<file path="src/rtl/reg_share_arbiter_pkg.sv">
// Shared definitions for the register-sharing arbiter family.
//   state_e : FSM state encoding (idle / grant)
//   clog2   : index width helper, never returns less than 1
package reg_share_arbiter_pkg;

   typedef enum logic {
      ST_IDLE  = 1'b0,
      ST_GRANT = 1'b1
   } state_e;

   // Width of an index able to address n items; at least one bit so that
   // index ports stay legal for n = 1 or 2.
   function automatic int unsigned clog2(input int unsigned n);
      int unsigned r;
      r = 1;
      while ((32'd1 << r) < n) r++;
      return r;
   endfunction

endpackage

</file>
<file path="src/rtl/reg_share_arbiter_rr_pick.sv">
// Combinational round-robin selector.
//   req : per-requester request vector
//   ptr : index that has highest priority this round
//   sel : first set req bit found searching ptr, ptr+1, ... (mod N)
//   any : at least one request is set (sel is only meaningful when high)
module reg_share_arbiter_rr_pick #(
   parameter int unsigned N  = 4,
   parameter int unsigned PW = 2
) (
   input  logic [N-1:0]  req,
   input  logic [PW-1:0] ptr,
   output logic [PW-1:0] sel,
   output logic          any
);

   always_comb begin
      int unsigned idx;
      logic        found;
      sel   = '0;
      found = 1'b0;
      idx   = 0;
      for (int unsigned i = 0; i < N; i++) begin
         idx = (int'(ptr) + i) % N;
         if (!found && req[idx]) begin
            found = 1'b1;
            sel   = PW'(idx);
         end
      end
   end

   assign any = |req;

endmodule

</file>
<file path="src/rtl/reg_share_arbiter.sv">
// Round-robin write arbiter in front of one shared W-bit register.
//   clk     : rising-edge clock
//   reset_n : asynchronous active-low reset
//   req     : per-requester level request, held until ack
//   d_in    : packed write data, requester i on d_in[i*W +: W]
//   gnt     : registered one-hot grant
//   ack     : one-cycle one-hot pulse, write committed
//   q       : shared register contents
//   owner   : index of the last requester that committed
//   busy    : high while a grant is outstanding
module reg_share_arbiter
   import reg_share_arbiter_pkg::*;
#(
   parameter int unsigned   N         = 4,
   parameter int unsigned   W         = 4,
   parameter logic [W-1:0]  RESET_VAL = '0
) (
   input  logic                  clk,
   input  logic                  reset_n,
   input  logic [N-1:0]          req,
   input  logic [N*W-1:0]        d_in,
   output logic [N-1:0]          gnt,
   output logic [N-1:0]          ack,
   output logic [W-1:0]          q,
   output logic [clog2(N)-1:0]   owner,
   output logic                  busy
);

   localparam int unsigned PW = clog2(N);

   state_e        state_q, state_d;
   logic [PW-1:0] ptr_q, ptr_d;
   logic [PW-1:0] sel_q, sel_d;
   logic [N-1:0]  gnt_q, gnt_d;
   logic [N-1:0]  ack_q, ack_d;
   logic [W-1:0]  q_q, q_d;
   logic [PW-1:0] owner_q, owner_d;
   logic          busy_q, busy_d;

   logic [PW-1:0] pick_sel;
   logic          pick_any;

   reg_share_arbiter_rr_pick #(
      .N  (N),
      .PW (PW)
   ) u_rr_pick (
      .req (req),
      .ptr (ptr_q),
      .sel (pick_sel),
      .any (pick_any)
   );

   always_comb begin
      state_d = state_q;
      ptr_d   = ptr_q;
      sel_d   = sel_q;
      gnt_d   = '0;
      ack_d   = '0;
      q_d     = q_q;
      owner_d = owner_q;
      busy_d  = 1'b0;
      case (state_q)
         ST_IDLE: begin
            if (pick_any) begin
               gnt_d   = N'(1) << pick_sel;
               sel_d   = pick_sel;
               busy_d  = 1'b1;
               state_d = ST_GRANT;
            end
         end
         ST_GRANT: begin
            state_d = ST_IDLE;
            // A withdrawn request aborts silently: nothing but the grant changes.
            if (req[sel_q]) begin
               q_d     = d_in[int'(sel_q)*W +: W];
               ack_d   = N'(1) << sel_q;
               owner_d = sel_q;
               ptr_d   = (int'(sel_q) == int'(N) - 1) ? '0 : sel_q + PW'(1);
            end
         end
      endcase
   end

   always_ff @(posedge clk or negedge reset_n) begin
      if (!reset_n) begin
         state_q <= ST_IDLE;
         ptr_q   <= '0;
         sel_q   <= '0;
         gnt_q   <= '0;
         ack_q   <= '0;
         q_q     <= RESET_VAL;
         owner_q <= '0;
         busy_q  <= 1'b0;
      end else begin
         state_q <= state_d;
         ptr_q   <= ptr_d;
         sel_q   <= sel_d;
         gnt_q   <= gnt_d;
         ack_q   <= ack_d;
         q_q     <= q_d;
         owner_q <= owner_d;
         busy_q  <= busy_d;
      end
   end

   assign gnt   = gnt_q;
   assign ack   = ack_q;
   assign q     = q_q;
   assign owner = owner_q;
   assign busy  = busy_q;

endmodule

</file>
<file path="config.mk">
export PLATFORM = sky130hd
export DESIGN_NAME = reg_share_arbiter
export DESIGN_NICKNAME = d
export VERILOG_FILES = /design/src/rtl/reg_share_arbiter_pkg.sv /design/src/rtl/reg_share_arbiter_rr_pick.sv /design/src/rtl/reg_share_arbiter.sv
export SDC_FILE = /design/constraint.sdc
export NUM_CORES = 1
export LEC_CHECK = 0
export BUFFER_PORTS_ARGS = -buffer_cell sky130_fd_sc_hd__buf_2
export CORE_AREA = 3 3 52 54
export DETAILED_ROUTE_END_ITERATION = 7
export DIE_AREA = 0 0 55 57
export PLACE_DENSITY = 0.7
export SYNTH_ARGS = -nofsm -noshare
export SYNTH_HDL_FRONTEND = slang
export SYNTH_SLANG_ARGS = --single-unit
</file>
<file path="constraint.sdc">
create_clock -name clk -period 2.6 [get_ports clk]
set_clock_uncertainty 0.05 [all_clocks]
set_input_delay 0.78 -clock clk [delete_from_list [all_inputs] [get_ports clk]]
set_output_delay 0.78 -clock clk [all_outputs]
set_load 0.02 [all_outputs]
</file>
# Word level (Yosys, flattened, before mapping)
# Index checks and enable logic that the tools add are counted.
# word_totals
word_cells,56
inputBits,22
output_inout_bits,15
reg_bits,20
# op_classes
bitwise_logic,1
n_addsub,4
magnitude_cmp,5
n_reduce_logical,9
eq_ne,1
n_mux,25
n_shift,3
# ops
op,n
2-to-1 mux 4 bit,4
variable part select 16 x 5 -> 4 bit,1
"< comparator 2 x 3 -> 1 bit, second input constant",5
binary-select mux 1 bit (select 2 bit),5
2-to-1 mux 1 bit,10
2-to-1 mux 2 bit,5
"left shift 1 x 2 -> 4 bit, first input constant",2
"adder 2 x 1 -> 2 bit, second input constant",2
"adder 2 bit, second input constant",2
AND reduction 2 bit,2
OR reduction 4 bit,1
logical AND 1 bit,3
zero test 1 bit,3
"== test 2 x 1 -> 1 bit, second input constant",1
case mux 1 bit (2 select lines),1
NOT 1 bit,1

# Depth between registers and ports, before layout
# logic_depth
ltp_word,15
ltp_mapped,6
depth_no_buf,4

# Modules after synthesis
# Synthesis repeated with hierarchy kept, for this count alone.
# hier_totals
cells_unflattened,76
area_unflattened_um2,972.2
# modules_own_cells
module,area_each_um2,seq_area_each_um2,instances,cells_per_inst
reg_share_arbiter,894.6,475.5,1,61
reg_share_arbiter_rr_pick,77.6,0.0,1,15

# Worst setup path before layout
# Ideal clock, no wire load.
# synth_path
kind,input -> register
startpoint,in req[0]
endpoint,"reg owner_q[1], in the netlist owner[1]"
slack_ns,0.823
t_required_ns,2.425
path_buffers,1
t_arrival_ns,1.602
path_stages,5
setup_time_ns,0.125
path_cell_list,mux2_4 nand3_2 nand2_2 buf_6 mux2_4
# synth_via
elab_chain_cells,3
# synth_lines
element,line,source
"start, declared",reg_share_arbiter.sv:20,"input logic [N-1:0] req,"
binary-select mux 1 bit (select 2 bit),reg_share_arbiter.sv:74,if (req[sel_q]) begin
2-to-1 mux 1 bit (not written as such),reg_share_arbiter.sv:74,
AND reduction 2 bit (no source line),-,
"end signal, assigned",reg_share_arbiter.sv:101,owner_q <= owner_d;
"end, declared",reg_share_arbiter.sv:37,"logic [PW-1:0] owner_q, owner_d;"
# Every way passes these cells. The select of a mux whose other input is x is not followed.
# A chain may end at the register's enable or synchronous reset.

# Final worst setup path
# layout_path
startpoint,"reg busy_q, in the netlist busy"
endpoint,out busy
# layout_rtl
element,line,source
"start, declared",reg_share_arbiter.sv:38,"logic busy_q, busy_d;"
"start signal, assigned",reg_share_arbiter.sv:102,busy_q <= busy_d;
"end, declared",reg_share_arbiter.sv:26,output logic busy
# No word-level cell between the ends.

==> results summary <==
The top cell types in the final layout, fill and taps aside, are 36 x buf_2, 19 x dfrtp_1, 8 x mux2_4. Registers take about 480 sq um. The final global-route overflow total came out at 0. The run finished with clean final reports.

Ranked by total cell area, the synthesized netlist is headed by dfrtp_1 49%, mux2_4 12%, mux4_2 9.3%. The global-route usage over all layers is 0.1323. The H-tree depth is 1. Row generation in the floorplan step produced 17 rows. The average cell area after synthesis came out at approximately 14 sq um. The antenna violation net count after detailed routing is 0.

The max capacitance violation total is 0. For this design, the slowest cell found on the critical path is dfrtp_1. The post-route DRC violation count is 0. Leaving out fill and tap cells, the most frequent cell in the layout is buf_2. For the pin with the worst max-slew slack, the measured transition is 500.8 ps.

The wire length per cell after detailed routing is 13.45 microns. Counting every sink on the clock net gives 19. For this run, the register share of the synthesized area comes to 0.4897.

STA classifies the critical path startpoint as a register. Setup repair after global routing left no endpoint under its margin. The clock-pin slew on the worst setup and hold paths came out at around 100 ps. The die is 55 microns wide. The sum of negative setup slack came out at 0 ps. The maximum clock frequency came out at between 0.5 and 0.6 GHz. In the finished design, the share of the clock period the worst path needs comes to 0.6847.

After synthesis, the netlist uses 22 different library cells. The arrival time of the worst setup path is 950 ps. The number of global-route vias before repair was about 700. The critical register-to-register path endpoint is ptr_q[1]. The post-CTS setup repair buffer count came out at 0. The setup path with the least slack is of type register to output port.

The worst hold path belongs to the class primary input to asynchronous set/reset pin. Of all cell types, the one taking the most synthesized area is dfrtp_1. The post-synthesis instance area is ~970 sq um. The area added between synthesis and finish is 22.04%. The critical path buffer and inverter count is 1. The quantity of I/O buffers inserted on ports came out at 36.

The worst pin sits at a relative slew slack of 0.6641. The setup slack on the worst flop-to-flop path came out at 820 ps. The number of hold violations in the final report came out at 0. The routed wire length is 1.802 mm. The longest clock path from root to sink contains 2 buffers. The area of the core region is 0.002255 sq mm. The first global-routing pass estimated between 3 and 4 mm of wire.

TritonCTS built the clock tree. The worst register-to-register path begins at sel_q[1]. The area used by multi-input combinational logic is 456.7 sq um. The number of inserted diodes is 0. The latest clock arrival within the worst-skew pair is 290 ps.

Broken down by cell family, the worst path's largest delay share belongs to flip-flops. The I/O pin count came out at 37. The worst-case vdd ir drop came out at 0.0004477 V. In this run, post-CTS repair resized a total of 0 instances. The worst setup path is captured at an output port. The final weighted congestion in routability-driven placement is 0.6893. The power after layout came out at 1.279 mW. Of all nets on the critical path, the largest fanout is 5. The synthesized flop and latch total is 19.

The total clock buffers created by CTS came out at 3. The vias per cell is between 4 and 5. The number of hold buffers added after CTS was 0. The leakage power summed over all cells is 0.6252 nW. The final number of max-transition violations came out at 0. The placed wire-length estimate is 1.413 mm.

The instance count of the mapped netlist is slightly below 70. For this block, the via count after detailed routing is between 600 and 700. The clock period minus worst slack is between 1500 and 2000 ps. The number of antenna violations at the first check in global routing came to 0.

The power per unit of standard cell area is 1079 mW/mm^2. Walking the worst path, the cells encountered are buf_2. The layout cell share with drive strength beyond 1 is 0.5094.

For this block, the initial DRC count from the detailed router was 9. The proportion of netlist area held by the largest area contributor is 0.4897. At the end of the flow, the number of nets in the layout was roughly 130.

The Yosys step of the flow raised 0 warnings. Data on the critical path is required at its endpoint by 1770 ps. For this run, the share of the core covered by cells in the final layout is 0.5255. The total of fill cells in the finished design came out at between 200 and 250.

Before antenna repair, the detailed router went through 4 iterations. The tree is rooted in a clkbuf_4. The cell count of the worst reg-to-reg path is 4.

The largest net degree at the start of global routing came out at 20. The die footprint came out at 0.003135 sq mm. The number of setup violations in the final report is 0.

The vertical extent of the die came out at 57 microns. The effective utilization at floorplan is 0.4306. On the worst path, the slowest cell contributes a delay of 460 ps. The number of nets handed over by synthesis was 95. Hold timing on the final database bottoms out at a slack of about 350 ps.
-- where the power goes --
group          internal [mW]  switching (mW)  total (mW)
registers              0.408           0.125       0.533
logic                  0.321           0.280       0.601
clock network         0.0597          0.0852       0.145
total                  0.788           0.491        1.28
-- cell families (layout without fill, tap and decap cells) --
logic type      Yosys count  count (layout)  share of synthesized area
compound gates            5               5                    0.03222
flops                    19              19                     0.4897
fa+ha+maj                 4               4                    0.05155
simple gates             19              19                     0.1250
buf+inv                   6              43                    0.03994
mux                      16              16                     0.2616
-- routing by layer --
layer | part of all wire | vias up | global-route usage
met1 | 0.41 | 322 | 0.1510
met4 | 0.016 | 0 | 0.05208
li1 | - | 320 | -
met5 | 0 | - | 0
met3 | 0.059 | 4 | 0.01567
met2 | 0.51 | 22 | 0.2399
-- sequential cells by signal, indices dropped and copies added, names as in the netlist --
signal  flops
ptr_q       2
gnt         4
ack         4
sel_q       2
busy        1
owner       2
q           4
-- worst reg2reg max path, delay by kind of cell (launching register included) --
kind | cells | cell delay [ps]
flops | 1 | 630
simple gates | 2 | 280
mux | 2 | 710
-- cell usage after synthesis --
cell type / instances
mux2i_1: 1
and2_1: 4
inv_1: 3
mux2_1: 3
and3_1: 1
nand2_1: 3
buf_6: 2
dfrtp_1: 19
buf_2: 1
nand3_2: 2
nor4_1: 2
mux4_2: 4
ha_1: 4
a2bb2oi_1: 1
nand2_2: 1
a211oi_1: 1
and3b_1: 2
mux2_4: 8
a21oi_1: 3
nor2_1: 2
nor3b_1: 1
nand3b_1: 1
-- through the flow --
step,cells,setup slack (ps),cell area [sq um]
final,134,819.9,1185
after global routing,134,714.7,1185
after CTS,134,803.4,1185
after detailed placement,130,600.8,1159
after global placement,130,616.3,1159
after floorplan,69,822.8,970.9
-- how the worst max path moves through the flow --
stage | from | to | slack [ps] | cells past startpoint
final | busy | busy | 820 | 1
after detailed placement | req[1] | ptr_q[1] | 600 | 5
after CTS | busy | busy | 800 | 1
after floorplan | req[0] | owner[1] | 820 | 5
after global placement | req[1] | ptr_q[1] | 620 | 5
after global routing | sel_q[1] | ptr_q[1] | 710 | 4
-- final cells by class --
cell class	count	share of cell area
clock buffer	4	0.02218
multi-input combinational	44	0.3854
timing repair buffer	36	0.1521
tap	28	0.02957
sequential	19	0.4013
inverter	3	0.009504
(Power assumes the default switching activity.)
